$ cat config.mk
export PLATFORM = sky130hd
export DESIGN_NAME = fifo_wr_arbiter_flat
export DESIGN_NICKNAME = d
export VERILOG_FILES = /design/src/rtl/fifo_wr_arbiter_if.sv /design/src/rtl/fifo_wr_arbiter.sv /design/src/flat_wrapper.sv
export SDC_FILE = /design/constraint.sdc
export NUM_CORES = 1
export LEC_CHECK = 0
export CORE_ASPECT_RATIO = 1.1
export CORE_MARGIN = 10
export CORE_UTILIZATION = 39
export DETAILED_ROUTE_END_ITERATION = 6
export GPL_TIMING_DRIVEN = 0
export PLACE_DENSITY = 0.86
export SLEW_MARGIN = 20
export SYNTH_ARGS = -nofsm -noshare
export SYNTH_HDL_FRONTEND = slang
export SYNTH_SLANG_ARGS = --single-unit
$ cat constraint.sdc
create_clock -name i_clk -period 4.29 [get_ports i_clk]
set_clock_uncertainty 0.2 [all_clocks]
set_input_delay 0.6435 -clock i_clk [delete_from_list [all_inputs] [get_ports i_clk]]
set_output_delay 0.6435 -clock i_clk [all_outputs]
set_load 0.02 [all_outputs]
$ cat src/rtl/fifo_wr_arbiter_if.sv
// Write-port bundle between the producers, the round-robin arbiter and the FIFO.
// The arbiter owns the master modport; the producer/FIFO side uses slave.
interface fifo_wr_arbiter_if #(
   parameter int DATA_WIDTH = 8,
   parameter int NUM_REQ    = 4
);
   localparam int OW = $clog2(NUM_REQ);

   logic [NUM_REQ-1:0]            i_req;
   logic [NUM_REQ*DATA_WIDTH-1:0] i_req_data;
   logic [NUM_REQ-1:0]            o_ack;
   logic                          i_Full_Flag;
   logic                          o_wr_en;
   logic [DATA_WIDTH-1:0]         o_wr_data;
   logic [OW-1:0]                 o_owner;
   logic                          o_busy;

   modport master (
      input  i_req, i_req_data, i_Full_Flag,
      output o_ack, o_wr_en, o_wr_data, o_owner, o_busy
   );

   modport slave (
      output i_req, i_req_data, i_Full_Flag,
      input  o_ack, o_wr_en, o_wr_data, o_owner, o_busy
   );
endinterface

$ cat src/rtl/fifo_wr_arbiter.sv
// Round-robin arbiter sharing one FIFO write port among NUM_REQ producers,
// granting bounded bursts and never writing while the FIFO is full.
module fifo_wr_arbiter #(
   parameter int DATA_WIDTH = 8,
   parameter int NUM_REQ    = 4,
   parameter int MAX_BURST  = 4
) (
   input  logic             i_clk,
   input  logic             i_RST,
   fifo_wr_arbiter_if.master bus
);
   localparam int OW = $clog2(NUM_REQ);
   localparam int BW = $clog2(MAX_BURST + 1);

   localparam logic [0:0] IDLE  = 1'b0;
   localparam logic [0:0] GRANT = 1'b1;

   logic [0:0]            state;
   logic [OW-1:0]         owner;
   logic [OW-1:0]         last_owner;
   logic [OW-1:0]         pick;
   logic [OW:0]           idx;
   logic                  found;
   logic [BW-1:0]         beat_cnt;
   logic                  transfer;
   logic                  release_now;
   logic [DATA_WIDTH-1:0] sel_data;
   logic [NUM_REQ-1:0]    ack;

   // Search upward from last_owner+1 with an explicit wrap so any NUM_REQ works.
   always_comb begin
      pick  = '0;
      found = 1'b0;
      idx   = '0;
      for (int i = 1; i <= NUM_REQ; i++) begin
         idx = {1'b0, last_owner} + (OW+1)'(i);
         if (idx >= (OW+1)'(NUM_REQ)) idx = idx - (OW+1)'(NUM_REQ);
         if (!found && bus.i_req[idx[OW-1:0]]) begin
            pick  = idx[OW-1:0];
            found = 1'b1;
         end
      end
   end

   always_comb begin
      sel_data = '0;
      for (int k = 0; k < NUM_REQ; k++) begin
         if (owner == OW'(k)) sel_data = bus.i_req_data[k*DATA_WIDTH +: DATA_WIDTH];
      end
   end

   // Reset gates the transfer so the word in flight during reset is never written.
   assign transfer    = (state == GRANT) & bus.i_req[owner] & ~bus.i_Full_Flag & ~i_RST;
   assign release_now = ~bus.i_req[owner] | (transfer & (beat_cnt == BW'(MAX_BURST - 1)));

   always_comb begin
      ack = '0;
      if (transfer) ack[owner] = 1'b1;
   end

   assign bus.o_wr_en   = transfer;
   assign bus.o_ack     = ack;
   assign bus.o_wr_data = transfer ? sel_data : '0;
   assign bus.o_owner   = owner;
   assign bus.o_busy    = (state == GRANT);

   always_ff @(posedge i_clk) begin
      if (i_RST) begin
         state      <= IDLE;
         owner      <= '0;
         last_owner <= OW'(NUM_REQ - 1);
         beat_cnt   <= '0;
      end else begin
         case (state)
            IDLE: begin
               if (|bus.i_req) begin
                  owner    <= pick;
                  beat_cnt <= '0;
                  state    <= GRANT;
               end
            end
            GRANT: begin
               if (transfer) beat_cnt <= beat_cnt + BW'(1);
               if (release_now) begin
                  state      <= IDLE;
                  last_owner <= owner;
               end
            end
            default: state <= IDLE;
         endcase
      end
   end
endmodule

$ cat src/flat_wrapper.sv
// flat-port wrapper written by rule: the top's interface ports become plain ports
module fifo_wr_arbiter_flat 
#(
   parameter int DATA_WIDTH = 8,
   parameter int NUM_REQ    = 4,
   parameter int MAX_BURST  = 4
)
  (i_clk, i_RST, bus_i_req, bus_i_req_data, bus_i_Full_Flag, bus_o_ack, bus_o_wr_en, bus_o_wr_data, bus_o_owner, bus_o_busy);
  fifo_wr_arbiter_if #(.DATA_WIDTH(DATA_WIDTH), .NUM_REQ(NUM_REQ)) bus_i ();
  input  logic i_clk;
  input  logic i_RST;
  input wire logic [$bits(bus_i.i_req)-1:0] bus_i_req;
  input wire logic [$bits(bus_i.i_req_data)-1:0] bus_i_req_data;
  input wire logic [$bits(bus_i.i_Full_Flag)-1:0] bus_i_Full_Flag;
  output wire logic [$bits(bus_i.o_ack)-1:0] bus_o_ack;
  output wire logic [$bits(bus_i.o_wr_en)-1:0] bus_o_wr_en;
  output wire logic [$bits(bus_i.o_wr_data)-1:0] bus_o_wr_data;
  output wire logic [$bits(bus_i.o_owner)-1:0] bus_o_owner;
  output wire logic [$bits(bus_i.o_busy)-1:0] bus_o_busy;
  assign bus_i.i_req = bus_i_req;
  assign bus_i.i_req_data = bus_i_req_data;
  assign bus_i.i_Full_Flag = bus_i_Full_Flag;
  assign bus_o_ack = bus_i.o_ack;
  assign bus_o_wr_en = bus_i.o_wr_en;
  assign bus_o_wr_data = bus_i.o_wr_data;
  assign bus_o_owner = bus_i.o_owner;
  assign bus_o_busy = bus_i.o_busy;
  fifo_wr_arbiter #(.DATA_WIDTH(DATA_WIDTH), .NUM_REQ(NUM_REQ), .MAX_BURST(MAX_BURST)) u_core (.i_clk(i_clk), .i_RST(i_RST), .bus(bus_i));
endmodule
==> impl_metrics.yaml, run 1 <==
floorplan:
  core_sq_um: 2040
  die_h_um: 68.8
  rows: 17
  initial_core_util_pct: 41.4
  die_w_um: 64.4
  pin_count: 55
  die_area_sq_um: 4430
routing:
  drc: 0
  firstDrtPassIters: 4
  drt-initial-drc-count: 55
  routed_wl_mm: 3.32
  vias: 958
  vias_per_cell: 5.60
  ant_nets: 0
  wl_per_cell_um: 19.4
min_path:
  min_path_type: "flip-flop to flip-flop"
  min_path_cells: 2
  whs_endpoint: "u_core.beat_cnt[1]$_SDFFE_PP0P_"
  hold_start: "u_core.beat_cnt[1]$_SDFFE_PP0P_"
synthesis:
  synth_compound_area_share_pct: 13.5
  synthXorXnorAreaFrac_pct: 0
  synth_top_family_by_area: "multiplexers"
  synth_mux_area_share_pct: 32.4
  syn_inst: 87
  yosysSeqAreaShare_pct: 18.9
  syn_nets: 128
  synth_top_area_share_pct: 18.9
  yosysWarningCount: 0
  synth_edf_count: 0
  synth_top_area_cell: "dfxtp_1"
  synth_fa_ha_area_share_pct: 2.96
  synth_cell_type_count: 36
  synth_area_sq_um: 846
  synth_area_leaders: "dfxtp_1 19%, mux4_1 16%, mux4_2 11%, and3_1 5.9%, nor2_1 4.4%"
  synth-seq-cells: 8
  avgSynthCellArea_sq_um: 9.72
  synthSimpleGateAreaFrac_pct: 24.3
  synth_ff_type: "dfxtp_1"
  synthArstFlopShare_pct: 0
timing:
  relSlewSlack_pct: 57.5
  fmax_ghz: 0.265
  worst_slew_pin_slew_ns: 0.636
  whs_ns: 0.279
  hold_viol: 0
  rsz0062_at_grt: "no"
  setup_violations: 0
  drv_slew: 0
  post-route-min-period_ns: 3.77
  tns_ns: 0
  finalCritPeriodShare_pct: 87.8
power_and_ir_drop:
  power.total_uw: 304
  vdd_ir_drop_max_v: 0.000210
  powerDensity_nw_per_um2: 212
  p_leak_uw: 0.000593
clock_tree:
  h-tree-depth: 1
  postCtsSetupRepairBufs: 0
  cts_resized: 0
  root_buffer: "clkbuf_4"
  cts_tree: "built"
  cts_buffer_depth: 2
  clock_sink_count: 8
  insertion_delay_ns: 0.26
  cts_hold_buffers: 0
  cts-buffers-inserted: 3
  clk_transition_reported_paths_ns: 0.06
critical_path:
  rrSetupSlack_ns: 2.36
  start_kind: "input port"
  critPathMaxStageDelay_ns: 0.66
  startpoint: "i_RST"
  crit_buf_inv: 3
  r2r-end: "u_core.beat_cnt[2]$_SDFFE_PP0P_"
  path_delay_family: "buffers and inverters"
  crit_type: "input port to output port"
  arrival_ns: 2.92
  crit_required_ns: 3.45
  r2r_cells: 5
  crit_path_end_kind: "output port"
  slowest_stage: "clkdlybuf4s50_1"
  crit_chain: "clkdlybuf4s50_1, nor3b_1, clkbuf_1, nand2_1, nor3_1, clkdlybuf4s50_1"
  r2r-start: "u_core.bus.o_owner[0]$_SDFFE_PP0P_"
  critical_path_peak_fanout: 10
  crit_top_cell: "clkdlybuf4s50_1"
grt:
  grt_pass1_wl_mm: 5.40
  track_usage_pct: 15.6
  antenna_found_initial: 0
  grt_max_degree: 11
  grt_overflow: 0
  first_global_vias: 947
final_layout:
  stdcell_area_sq_um: 1430
  syn2layout_area_growth_pct: 69.5
  fin_nets: 186
  nFillCells: 157
  drive_gt1_share_pct: 11.2
  antenna_cells: 0
placed_design:
  place_congestion: 0.896
  io_buffers: 53
  place_area_sq_um: 1410
  dp_hpwl_mm: 2.81
flow_run:
  drv_cap: 0
status:
  status: "finished, final reports clean"
==> cell type report <==
class                      count  area [sq um]  share of cell area [%]
buffer                         9          52.6                    3.66
clock buffer                   3          22.5                    1.57
inverter                       4          15.0                    1.05
multi-input combinational     66           618                    43.1
sequential                     8           160                    11.2
tap                           28          35.0                    2.44
timing repair buffer          53           531                    37.0
==> sequential cells by signal, summed over array words and instances, names as in the netlist <==
name                count
u_core.bus.o_busy       1
u_core.bus.o_owner      2
u_core.beat_cnt         3
u_core.last_owner       2
==> layout by cell type (no fill, tap or decap), types with 2 or more instances in the layout <==
cell,Yosys,routed
a211oi_1,2,2
a21o_1,2,2
and3_1,8,8
buf_2,2,2
buf_6,2,2
clkbuf_1,3,3
clkbuf_4,0,3
clkdlybuf4s50_1,0,53
dfxtp_1,8,8
ha_1,2,2
inv_1,4,4
mux2_2,2,2
mux2i_1,3,3
mux4_1,5,5
mux4_2,4,4
nand2_1,6,6
nor2_1,10,10
nor3b_1,4,4
==> worst reg2reg max path, cell delays in order, from the launching register on <==
cell and delay (ns):
dfxtp_1 0.34, buf_6 0.14, mux4_2 0.54, buf_6 0.16
a2111o_1 0.42, o21ai_2 0.06
==> power breakdown <==
group | internal (uW) | switching (uW) | total [uW]
clock | 32.1 | 26.3 | 58.4
sequential | 81.7 | 5.97 | 87.7
combinational | 91.7 | 66.1 | 158
==> per-layer routing <==
metal / track usage (%) / part of all wire (%) / vias to the layer above
li1: - / - / 457
met1: 18.9 / 45 / 442
met2: 24.9 / 42 / 55
met3: 7.41 / 12 / 4
met4: 3.21 / 0.96 / 0
met5: 0 / 0 / -
==> cells in the mapped netlist, types with 2 or more instances <==
library cell	number
dfxtp_1	8
mux2i_1	3
buf_6	2
nand2_1	6
a211oi_1	2
and3_1	8
buf_2	2
nor3b_1	4
ha_1	2
mux4_2	4
mux2_2	2
nor2_1	10
inv_1	4
clkbuf_1	3
mux4_1	5
a21o_1	2
==> through the flow <==
step | utilization [%] | setup slack, ns | cells
global placement | 69.1 | 0.594 | 168
finish | 70.2 | 0.522 | 171
global route | 70.2 | 0.240 | 171
floorplan | - | 1.61 | 87
CTS | 70.2 | 0.506 | 171
detailed placement | 69.1 | 0.504 | 168
==> cells by family after synthesis <==
family                     Yosys count
AOI/OAI and AO/OA                   13
adders and majority gates            2
buffers and inverters               13
DFF                                  8
muxes                               14
and+or+nand+nor                     37
==> worst max path at each step <==
stage | endpoint | slack [ns] | cells after the start
global route | bus_o_ack[1] | 0.24 | 6
global placement | bus_o_ack[1] | 0.59 | 6
finish | bus_o_ack[1] | 0.52 | 6
CTS | bus_o_ack[1] | 0.51 | 6
floorplan | bus_o_ack[1] | 1.61 | 4
detailed placement | bus_o_ack[1] | 0.50 | 6
Power figures use the tool's default switching activity.
==> inputs of run 2 (changes only) <==
--- a/config.mk
+++ b/config.mk
@@ -5,12 +5,15 @@
 export SDC_FILE = /design/constraint.sdc
 export NUM_CORES = 1
 export LEC_CHECK = 0
+export CAP_MARGIN = 25
 export CORE_ASPECT_RATIO = 1.1
 export CORE_MARGIN = 10
 export CORE_UTILIZATION = 39
 export DETAILED_ROUTE_END_ITERATION = 6
 export GPL_TIMING_DRIVEN = 0
+export MAX_ROUTING_LAYER = met4
 export PLACE_DENSITY = 0.86
+export RECOVER_POWER = 100
 export SLEW_MARGIN = 20
 export SYNTH_ARGS = -nofsm -noshare
 export SYNTH_HDL_FRONTEND = slang
==> run 2 against run 1 <==
Compared with the run above: count of clock-buffer cells in the layout stayed put; largest power group unchanged; largest cell class unchanged; worst hold slack about the same; final area decreased by 0.26%.
==> impl_metrics.yaml, run 2 (synthesis results as in run 1) <==
grt:
  first_global_vias: 948
  grt_max_degree: 11
  grt_overflow: 0
  track_usage_pct: 16.1
  antenna_found_initial: 0
  grt_pass1_wl_mm: 5.40
clock_tree:
  root_buffer: "clkbuf_4"
  insertion_delay_ns: 0.26
  cts_resized: 0
  cts_tree: "built"
  cts-buffers-inserted: 3
  h-tree-depth: 1
  cts_hold_buffers: 0
  postCtsSetupRepairBufs: 0
  cts_buffer_depth: 2
  clock_sink_count: 8
  clk_transition_reported_paths_ns: 0.06
routing:
  routed_wl_mm: 3.33
  wl_per_cell_um: 19.5
  vias: 955
  drc: 0
  drt-initial-drc-count: 51
  ant_nets: 0
  vias_per_cell: 5.58
  firstDrtPassIters: 4
floorplan:
  core_sq_um: 2040
  die_h_um: 68.8
  die_area_sq_um: 4430
  rows: 17
  die_w_um: 64.4
  initial_core_util_pct: 41.4
  pin_count: 55
timing:
  fmax_ghz: 0.262
  hold_viol: 0
  relSlewSlack_pct: 57.6
  tns_ns: 0
  post-route-min-period_ns: 3.82
  rsz0062_at_grt: "no"
  fin_ws_ns: 0.469
  finalCritPeriodShare_pct: 89.1
  setup_violations: 0
  drv_slew: 0
  worst_slew_pin_slew_ns: 0.635
final_layout:
  fin_nets: 186
  drive_gt1_share_pct: 10.5
  most-common-layout-cells: "36 x clkdlybuf4s50_1, 17 x dlygate4sd3_1, 10 x nor2_1"
  nFillCells: 159
  syn2layout_area_growth_pct: 69.1
  final_common_cell: "clkdlybuf4s50_1"
  regMostFlops: "u_core.beat_cnt"
  largest_reg_flops: 3
  antenna_cells: 0
critical_path:
  crit_required_ns: 3.45
  crit_path_end_kind: "output port"
  crit_chain: "clkdlybuf4s50_1, nor3b_1, clkbuf_1, nand2_1, nor3_1, dlygate4sd3_1"
  slowest_stage: "dlygate4sd3_1"
  start_kind: "input port"
  crit_buf_inv: 3
  path_delay_family: "buffers and inverters"
  arrival_ns: 2.98
  startpoint: "i_RST"
  r2r-start: "u_core.bus.o_owner[0]$_SDFFE_PP0P_"
  crit_type: "input port to output port"
  critical_path_peak_fanout: 10
  critPathMaxStageDelay_ns: 0.72
placed_design:
  io_buffers: 53
  place_congestion: 0.912
  pre_cts_slack_ns: 0.504
  dp_hpwl_mm: 2.81
power_and_ir_drop:
  powerDensity_nw_per_um2: 210
  p_leak_uw: 0.000641
  vdd_ir_drop_max_v: 0.000207
min_path:
  hold_start: "u_core.beat_cnt[1]$_SDFFE_PP0P_"
  min_path_type: "flip-flop to flip-flop"
flow_run:
  drv_cap: 0
status:
  status: "finished, final reports clean"
## run 2: through the flow
step / util, % / power [uW] / hold slack [ns] / instances / cell area [sq um]
after detailed placement: 69.1 / 247 / 0.268 / 168 / 1410
after global placement: 69.1 / 243 / 0.256 / 168 / 1410
after global routing: 70.0 / 321 / 0.309 / 171 / 1430
after floorplan: - / 180 / 0.248 / 87 / 846
final: 70.0 / 301 / 0.279 / 171 / 1430
after CTS: 70.2 / 307 / 0.277 / 171 / 1430
## run 2: path summary, 6_finish.rpt
kind / endpoint / slack, ns / cells after the start
worst max register to register: u_core.beat_cnt[2]$_SDFFE_PP0P_ / 2.36 / 5
worst max-delay path: bus_o_ack[1] / 0.47 / 6
worst min register to register: u_core.beat_cnt[1]$_SDFFE_PP0P_ / 0.28 / 2
worst min-delay path: u_core.beat_cnt[1]$_SDFFE_PP0P_ / 0.28 / 2
## run 2: where the power goes
group | switching (uW) | total, uW | internal (uW) | leakage (uW)
Clock | 26.1 | 58.2 | 32.0 | 0.0000138
Sequential | 5.81 | 87.5 | 81.7 | 0.0000658
Combinational | 66.1 | 155 | 89.1 | 0.000562
## run 2: metal layers
layer	global-route usage, %	vias up	part of all wire [%]
li1	-	457	-
met1	19.0	439	45
met2	24.8	57	42
met3	7.41	2	12
met4	3.21	0	0.33
met5	-	-	0
## run 2: tightest hold or removal path: stages (launching register included)
cell	delay, ns
dfxtp_1	0.32
inv_1	0.05
o41ai_1	0.07
## run 2: final cells by class
cell class | count | area (sq um) | area share, %
timing repair buffer | 53 | 531 | 37.1
multi-input combinational | 66 | 614 | 43.0
buffer | 9 | 52.6 | 3.67
clock buffer | 3 | 22.5 | 1.57
tap | 28 | 35.0 | 2.45
inverter | 4 | 15.0 | 1.05
sequential | 8 | 160 | 11.2
==> inputs of run 3 (changes only) <==
--- a/config.mk
+++ b/config.mk
@@ -9,6 +9,7 @@
 export CORE_ASPECT_RATIO = 1.1
 export CORE_MARGIN = 10
 export CORE_UTILIZATION = 39
+export CTS_CLUSTER_SIZE = 30
 export DETAILED_ROUTE_END_ITERATION = 6
 export GPL_TIMING_DRIVEN = 0
 export MAX_ROUTING_LAYER = met4
==> results of run 3 <==
No change in the layout: final DEF, timing and power equal those of run 2.
